File: config.mk
export PLATFORM = sky130hd
export DESIGN_NAME = if_fetch_stage
export DESIGN_NICKNAME = d
export VERILOG_FILES = /design/src/rtl/riscv_pipe_pkg.sv /design/src/rtl/if_fetch_stage_pc_gen.sv /design/src/rtl/if_fetch_stage.sv
export SDC_FILE = /design/constraint.sdc
export NUM_CORES = 1
export LEC_CHECK = 0
export ABC_AREA = 1
export BUFFER_PORTS_ARGS = -buffer_cell sky130_fd_sc_hd__buf_2
export CORE_MARGIN = 2
export CORE_UTILIZATION = 52
export CTS_BUF_LIST = sky130_fd_sc_hd__clkbuf_8
export CTS_CLUSTER_SIZE = 28
export DETAILED_ROUTE_END_ITERATION = 10
export GPL_ROUTABILITY_DRIVEN = 1
export PLACE_DENSITY_LB_ADDON = 0.05
export SLEW_MARGIN = 20
export SYNTH_ARGS = -nofsm -noshare
export SYNTH_HDL_FRONTEND = slang
export SYNTH_SLANG_ARGS = --single-unit
File: constraint.sdc
create_clock -name clk -period 1.9 [get_ports clk]
set_input_delay 0.285 -clock clk [delete_from_list [all_inputs] [get_ports clk]]
set_output_delay 0.285 -clock clk [all_outputs]
set_load 0.01 [all_outputs]
File: src/rtl/riscv_pipe_pkg.sv
// Shared pipeline definitions: IF state encoding, IF/ID bus width, reset PC.
// Imported by every stage of the five-stage core.
package riscv_pipe_pkg;

    localparam logic [31:0] RESET_PC_DEF = 32'h0000_0000;
    localparam int          IF_ID_BUS_W  = 64;
    localparam logic [31:0] NOP_INST     = 32'h0000_0033;

    typedef enum logic [1:0] {
        FETCH = 2'd0,
        WAIT  = 2'd1,
        HOLD  = 2'd2
    } if_state_e;

endpackage

File: src/rtl/if_fetch_stage_pc_gen.sv
// PC register for the fetch stage: reset value, sequential +4 and
// word-aligned redirect target.
module if_pc_gen
    import riscv_pipe_pkg::*;
#(
    parameter logic [31:0] RESET_PC = RESET_PC_DEF,
    parameter int          ADDR_W   = 32
) (
    input  logic              clk,
    input  logic              rst_n,
    input  logic              br_jmp_flag,
    input  logic [ADDR_W-1:0] br_target,
    input  logic              adv,
    output logic [ADDR_W-1:0] pc
);

    logic [ADDR_W-1:0] pc_nxt;

    always_comb begin
        pc_nxt = pc;
        if (br_jmp_flag) begin
            pc_nxt = br_target & ~ADDR_W'(3);
        end else if (adv) begin
            pc_nxt = pc + ADDR_W'(4);
        end
    end

    always_ff @(posedge clk or negedge rst_n) begin
        if (!rst_n) begin
            pc <= ADDR_W'(RESET_PC);
        end else begin
            pc <= pc_nxt;
        end
    end

endmodule

File: src/rtl/if_fetch_stage.sv
// Instruction fetch stage: single-outstanding imem requests, one-entry
// buffer toward decode, redirect with wrong-path discard.
module if_fetch_stage
    import riscv_pipe_pkg::*;
#(
    parameter logic [31:0] RESET_PC = RESET_PC_DEF,
    parameter int          ADDR_W   = 32
) (
    input  logic                   clk,
    input  logic                   rst_n,
    input  logic                   br_jmp_flag,
    input  logic [ADDR_W-1:0]      br_target,
    input  logic                   ds_allowin,
    output logic                   fs_to_ds_valid,
    output logic [IF_ID_BUS_W-1:0] if_id_bus_out,
    output logic                   imem_req,
    output logic [ADDR_W-1:0]      imem_addr,
    input  logic                   imem_ready,
    input  logic                   imem_rvalid,
    input  logic [31:0]            imem_rdata
);

    if_state_e              state, state_nxt;
    logic                   discard, discard_nxt;
    logic [IF_ID_BUS_W-1:0] buffer, buffer_nxt;
    logic                   adv;
    logic [ADDR_W-1:0]      pc;

    if_pc_gen #(
        .RESET_PC (RESET_PC),
        .ADDR_W   (ADDR_W)
    ) u_pc_gen (
        .clk         (clk),
        .rst_n       (rst_n),
        .br_jmp_flag (br_jmp_flag),
        .br_target   (br_target),
        .adv         (adv),
        .pc          (pc)
    );

    always_ff @(posedge clk or negedge rst_n) begin
        if (!rst_n) begin
            state   <= FETCH;
            discard <= 1'b0;
            buffer  <= '0;
        end else begin
            state   <= state_nxt;
            discard <= discard_nxt;
            buffer  <= buffer_nxt;
        end
    end

    always_comb begin
        state_nxt      = state;
        discard_nxt    = discard;
        buffer_nxt     = buffer;
        imem_req       = 1'b0;
        fs_to_ds_valid = 1'b0;
        adv            = 1'b0;
        unique case (state)
            FETCH: begin
                imem_req = rst_n;
                if (imem_ready) begin
                    state_nxt   = WAIT;
                    discard_nxt = br_jmp_flag;
                end
            end
            WAIT: begin
                if (imem_rvalid) begin
                    discard_nxt = 1'b0;
                    if (br_jmp_flag || discard) begin
                        state_nxt = FETCH;
                    end else begin
                        buffer_nxt = {imem_rdata, pc};
                        state_nxt  = HOLD;
                    end
                end else if (br_jmp_flag) begin
                    discard_nxt = 1'b1;
                end
            end
            HOLD: begin
                fs_to_ds_valid = !br_jmp_flag;
                if (br_jmp_flag) begin
                    state_nxt = FETCH;
                end else if (ds_allowin) begin
                    adv       = 1'b1;
                    state_nxt = FETCH;
                end
            end
            default: state_nxt = FETCH;
        endcase
    end

    assign imem_addr     = pc;
    assign if_id_bus_out = buffer;

endmodule
---- Yosys cells after proc, flatten, opt, wreduce, memory -nomap -nowiden ----
Cells that the tools add are included.
cells by class
  equal/unequal tests ..................... 6
  mux-type cells .......................... 17
  add/subtract/negate cells ............... 1
  reductions and logical operators ........ 8
  bitwise logic cells ..................... 1
operator list
  kind                   number
  $mux 32                2
  $add 32x3->32 const B  1
  $mux 2                 5
  $reduce_and 3->1       3
  $mux 1                 8
  $ne 3x3->1 const B     2
  $pmux 2 s3             1
  $ne 2x2->1 const B     2
  $reduce_bool 2->1      2
  $eq 2x1->1 const B     1
  $eq 2x2->1 const B     1
  $logic_not 2->1        1
  $pmux 1 s2             1
  $logic_not 1->1        1
  $logic_or 1x1->1       1
  $not 1->1              1
word-level totals
  register bits ........................... 99
  bits of input ports ..................... 70
  output and inout port bits .............. 98

---- Logic depth before layout (Yosys ltp) ----
  word-level depth ........................ 5
  gate-level depth with buffers ........... 10
  depth with buffers taken out ............ 10

---- Cells and area by module ----
A second synthesis with hierarchy kept.
unflattened totals
  cells, all modules ...................... 609
  area total of the unflattened synthesis .. 5,089.9 sq um
modules (own cells, without submodules)
  module          cells each  area each (sq um)  seq. area each (sq um)  instances
  if_fetch_stage  298         2,951.6            1,676.6                 1
  if_pc_gen       311         2,138.3            750.7                   1

---- Least setup slack after synthesis ----
Ideal clock, no wire load.
  kind .................................... reg-to-reg
  start ................................... register u_pc_gen.pc[3]
  end ..................................... register u_pc_gen.pc[22]
  slack ................................... 417 ps
  data arrival time ....................... 1,366 ps
  required time ........................... 1,784 ps
  library setup time ...................... 116 ps
  stages on the path, launching flop included .. 11
  path buffers ............................ 0
  cells stage by stage .................... dfrtp_1 > ha_1 > nand2_1 > nor2_1 > nand2_2 > nor2_4 > nand2_1 > nand2_1 > nand3_1 > nand2_1 > nand2_1
on the way
  longest elaborated chain between the ends .. 3
RTL lines
  what                      line                         text
  start: declaration        if_fetch_stage_pc_gen.sv:14  output logic [ADDR_W-1:0] pc
  start signal: assignment  if_fetch_stage_pc_gen.sv:30  pc <= ADDR_W'(RESET_PC);
  start signal: assignment  if_fetch_stage_pc_gen.sv:32  pc <= pc_nxt;
  $add 32x3->32             if_fetch_stage_pc_gen.sv:24  pc_nxt = pc + ADDR_W'(4);
  $mux 32                   if_fetch_stage_pc_gen.sv:23  end else if (adv) begin
  $mux 32                   if_fetch_stage_pc_gen.sv:21  if (br_jmp_flag) begin
Every way passes these cells. The select of a mux whose other input is x is not followed.
A chain may end at the register's enable or synchronous reset.

---- Worst setup path after layout ----
  start ................................... register u_pc_gen.pc[3]
  end ..................................... register u_pc_gen.pc[20]
The elaborated chain is that of the path after synthesis.

==> impl_metrics.env <==
export IMPL_worst_ep_required_time_ps=2150
export IMPL_drive_above_1_share_pct=33.67
export IMPL_grt_overflow_total=0
export IMPL_syn_area_mm2=0.004745
export IMPL_clkSinkCount=95
export IMPL_synth_largest_area_cell="dfrtp_1"
export IMPL_tightest_slew_ps=521.9
export IMPL_hp_class="in2reg"
export IMPL_min_period_over_period_pct=90.08
export IMPL_async_flop_share_pct=100.0
export IMPL_drc=0
export IMPL_endpoint_kind="flip-flop"
export IMPL_antenna_cells=0
export IMPL_setup_viol=0
export IMPL_die_h_um=99.52
export IMPL_yosys_most_used_dff="dfrtp_1"
export IMPL_critPathMaxStageDelay_ps=420
export IMPL_post_dp_hpwl_mm=8.893
export IMPL_path_max_fanout=5
export IMPL_period_minus_slack_ps=1712
export IMPL_first_pass_iters=4
export IMPL_grt_max_degree=96
export IMPL_path_clk_slew_ps=90
export IMPL_utilization_pct=67.14
export IMPL_cp_start_kind="flip-flop"
export IMPL_yosysMostFrequentCell="nand2_1"
export IMPL_routed_via_density=5.149
export IMPL_ys_top_cells_by_count="148 x nand2_1, 95 x dfrtp_1, 58 x nor2_1"
export IMPL_maxSlewViolCount=0
export IMPL_clock_path_buffers=2
export IMPL_yosysTopAreaCellShare_pct=50.11
export IMPL_root_buffer="clkbuf_8"
export IMPL_fin_nets=764
export IMPL_status="completed"
export IMPL_power_density_mw_per_mm2=1189
export IMPL_setup_tns_ps=0
export IMPL_synth_cell_types=38
export IMPL_start_util_pct=53.88
export IMPL_cpMostUsedCell="nand3_1"
export IMPL_grt_pass1_vias=4044
export IMPL_synth_seq_cells=95
export IMPL_cts_inserted_buffers=9
export IMPL_cap_violations=0
export IMPL_synthCells=528
export IMPL_io_buffer_count=161
export IMPL_rsz0062_at_grt="false"
export IMPL_grt_pass1_wl_mm=19.78
export IMPL_htree_levels=3
export IMPL_num_rows=34
export IMPL_arrival_ps=1960
export IMPL_cts_tree="yes"
export IMPL_core_area_mm2=0.008806
export IMPL_die_area_mm2=0.009904
export IMPL_synth_edff_count=0
export IMPL_clk_latency_ps=370
export IMPL_synth_area_leaders="dfrtp_1 50%, nand2_1 12%, mux2_4 9.2%"
export IMPL_fmax_ghz=0.5842
export IMPL_antenna_found_initial=0
export IMPL_leakagePower_nw=3.107
export IMPL_avgSynthCellArea_um2=8.986
export IMPL_detail_route_antenna_nets=0
export IMPL_fin_skew_ps=15.50
export IMPL_drt_initial_drc_count=196
export IMPL_crit_chain="ha_1 -> nand3_1 -> nor2_2 -> nand3_1 -> nor2_1 -> nand2_1 -> nand3_1 -> nand3_1"
export IMPL_ir_drop_uv=552.1
export IMPL_yosysWarnings=0
export IMPL_cpMaxStageDelayCell="dfrtp_1"
export IMPL_final_hold_violation_count=0
export IMPL_yosysSeqAreaShare_pct=50.11
export IMPL_path_class="reg2reg"
export IMPL_wl_per_cell_um=15.04
export IMPL_max_slew_margin_pct=65.21
export IMPL_vias=4150
export IMPL_routed_wl_mm=12.12
export IMPL_place_congestion=0.8813
export IMPL_grt_use_total_pct=25.24
export IMPL_num_io_pins=168
export IMPL_area_growth_pct=24.60
export IMPL_fp_dieW_um=99.52
per-layer routing:
| metal | vias up | GRT usage [%] | wire length, um |
|---|---|---|---|
| li1 | 2035 | - | - |
| met3 | 18 | 6.184 | 839 |
| met1 | 1943 | 33.95 | 5386 |
| met2 | 154 | 41.06 | 5701 |
| met4 | 0 | 6.955 | 193 |
| met5 | - | 0 | 0 |
final timing paths:
| check | from | endpoint | slack, ps | depth (start not counted) |
|---|---|---|---|---|
| setup / recovery | u_pc_gen.pc[3]$_DFFE_PN0P_ | u_pc_gen.pc[20]$_DFFE_PN0P_ | 190 | 8 |
| hold / removal | imem_rdata[28] | if_id_bus_out[60]$_DFFE_PN0P_ | 130 | 2 |
| setup reg to reg | u_pc_gen.pc[3]$_DFFE_PN0P_ | u_pc_gen.pc[20]$_DFFE_PN0P_ | 190 | 8 |
| hold reg to reg | if_id_bus_out[13]$_DFFE_PN0P_ | if_id_bus_out[13]$_DFFE_PN0P_ | 490 | 2 |
| max in group asynchronous | rst_n | if_id_bus_out[3]$_DFFE_PN0P_ | 970 | 3 |
| min in group asynchronous | rst_n | if_id_bus_out[47]$_DFFE_PN0P_ | 490 | 3 |
final cells by class:
class | count | area [um^2]
Clock inverter | 6 | 67.56
Tap cell | 108 | 135.1
Multi-Input combinational cell | 371 | 2073
Clock buffer | 10 | 137.6
Timing Repair Buffer | 172 | 955.9
Fill cell | 792 | 2894
Sequential cell | 95 | 2377
Inverter | 44 | 165.2
cell usage in the layout (no fill, tap or decap), types with 5 or more instances in the layout:
master    count
a21oi_1       6
buf_12        5
buf_2       160
buf_4         6
clkbuf_8     10
dfrtp_1      95
inv_1        39
inv_2         5
mux2_1        7
mux2_4       29
nand2_1     148
nand3_1      31
nor2_1       58
nor2_2        5
o21ai_0      24
o21ai_1      15
xor2_1        6
power by group:
group / switching (W) / internal, W
logic: 0.00122 / 0.00125
clock network: 0.000740 / 0.000649
registers: 0.000432 / 0.00274
total: 0.00239 / 0.00464
state kept, by name (all words and copies together), names as in the netlist:
| register | cells |
|---|---|
| state | 2 |
| if_id_bus_out | 62 |
| discard | 1 |
| u_pc_gen.pc | 30 |
kinds of logic (layout without fill, tap and decap cells):
logic type | after synthesis | after routing | share of synthesized area (%)
multiplexers | 36 | 36 | 10.84
buffers and inverters | 65 | 232 | 6.435
adder cells (fa/ha/maj) | 1 | 1 | 0.2637
AO/OA/AOI/OAI | 63 | 63 | 7.595
other | 1 | 4 | 0.07904
flip-flops | 95 | 95 | 50.11
AND/OR/NAND/NOR | 259 | 259 | 23.21
XOR/XNOR | 8 | 8 | 1.477
critical path, delay by kind of cell, from the launching register on:
| family | cells | cell delay [ps] |
|---|---|---|
| and+or+nand+nor | 7 | 950 |
| DFF | 1 | 420 |
| adders and majority gates | 1 | 240 |
metrics by stage:
step           area [um^2]  setup WS [ps]  hold WS, ps  cells  total power [W]
2_1_floorplan         4756          417.2       -10.59    531         0.004617
4_1_cts               5912          219.6        125.0    806         0.007104
5_1_grt               5912          59.61        109.2    806         0.007499
6_report              5912          188.4        129.4    806         0.007032
3_3_place_gp          5697          287.3        390.8    789         0.005607
3_5_place_dp          5697          230.1        396.0    789         0.005701
what timing repair did:
action,4_1_cts,5_1_grt
buffers inserted,0,0
endpoints found under the hold margin,14,0
hold buffers,1,0
gates resized for setup,0,0
Note: power is estimated with default switching activity, not from simulation.
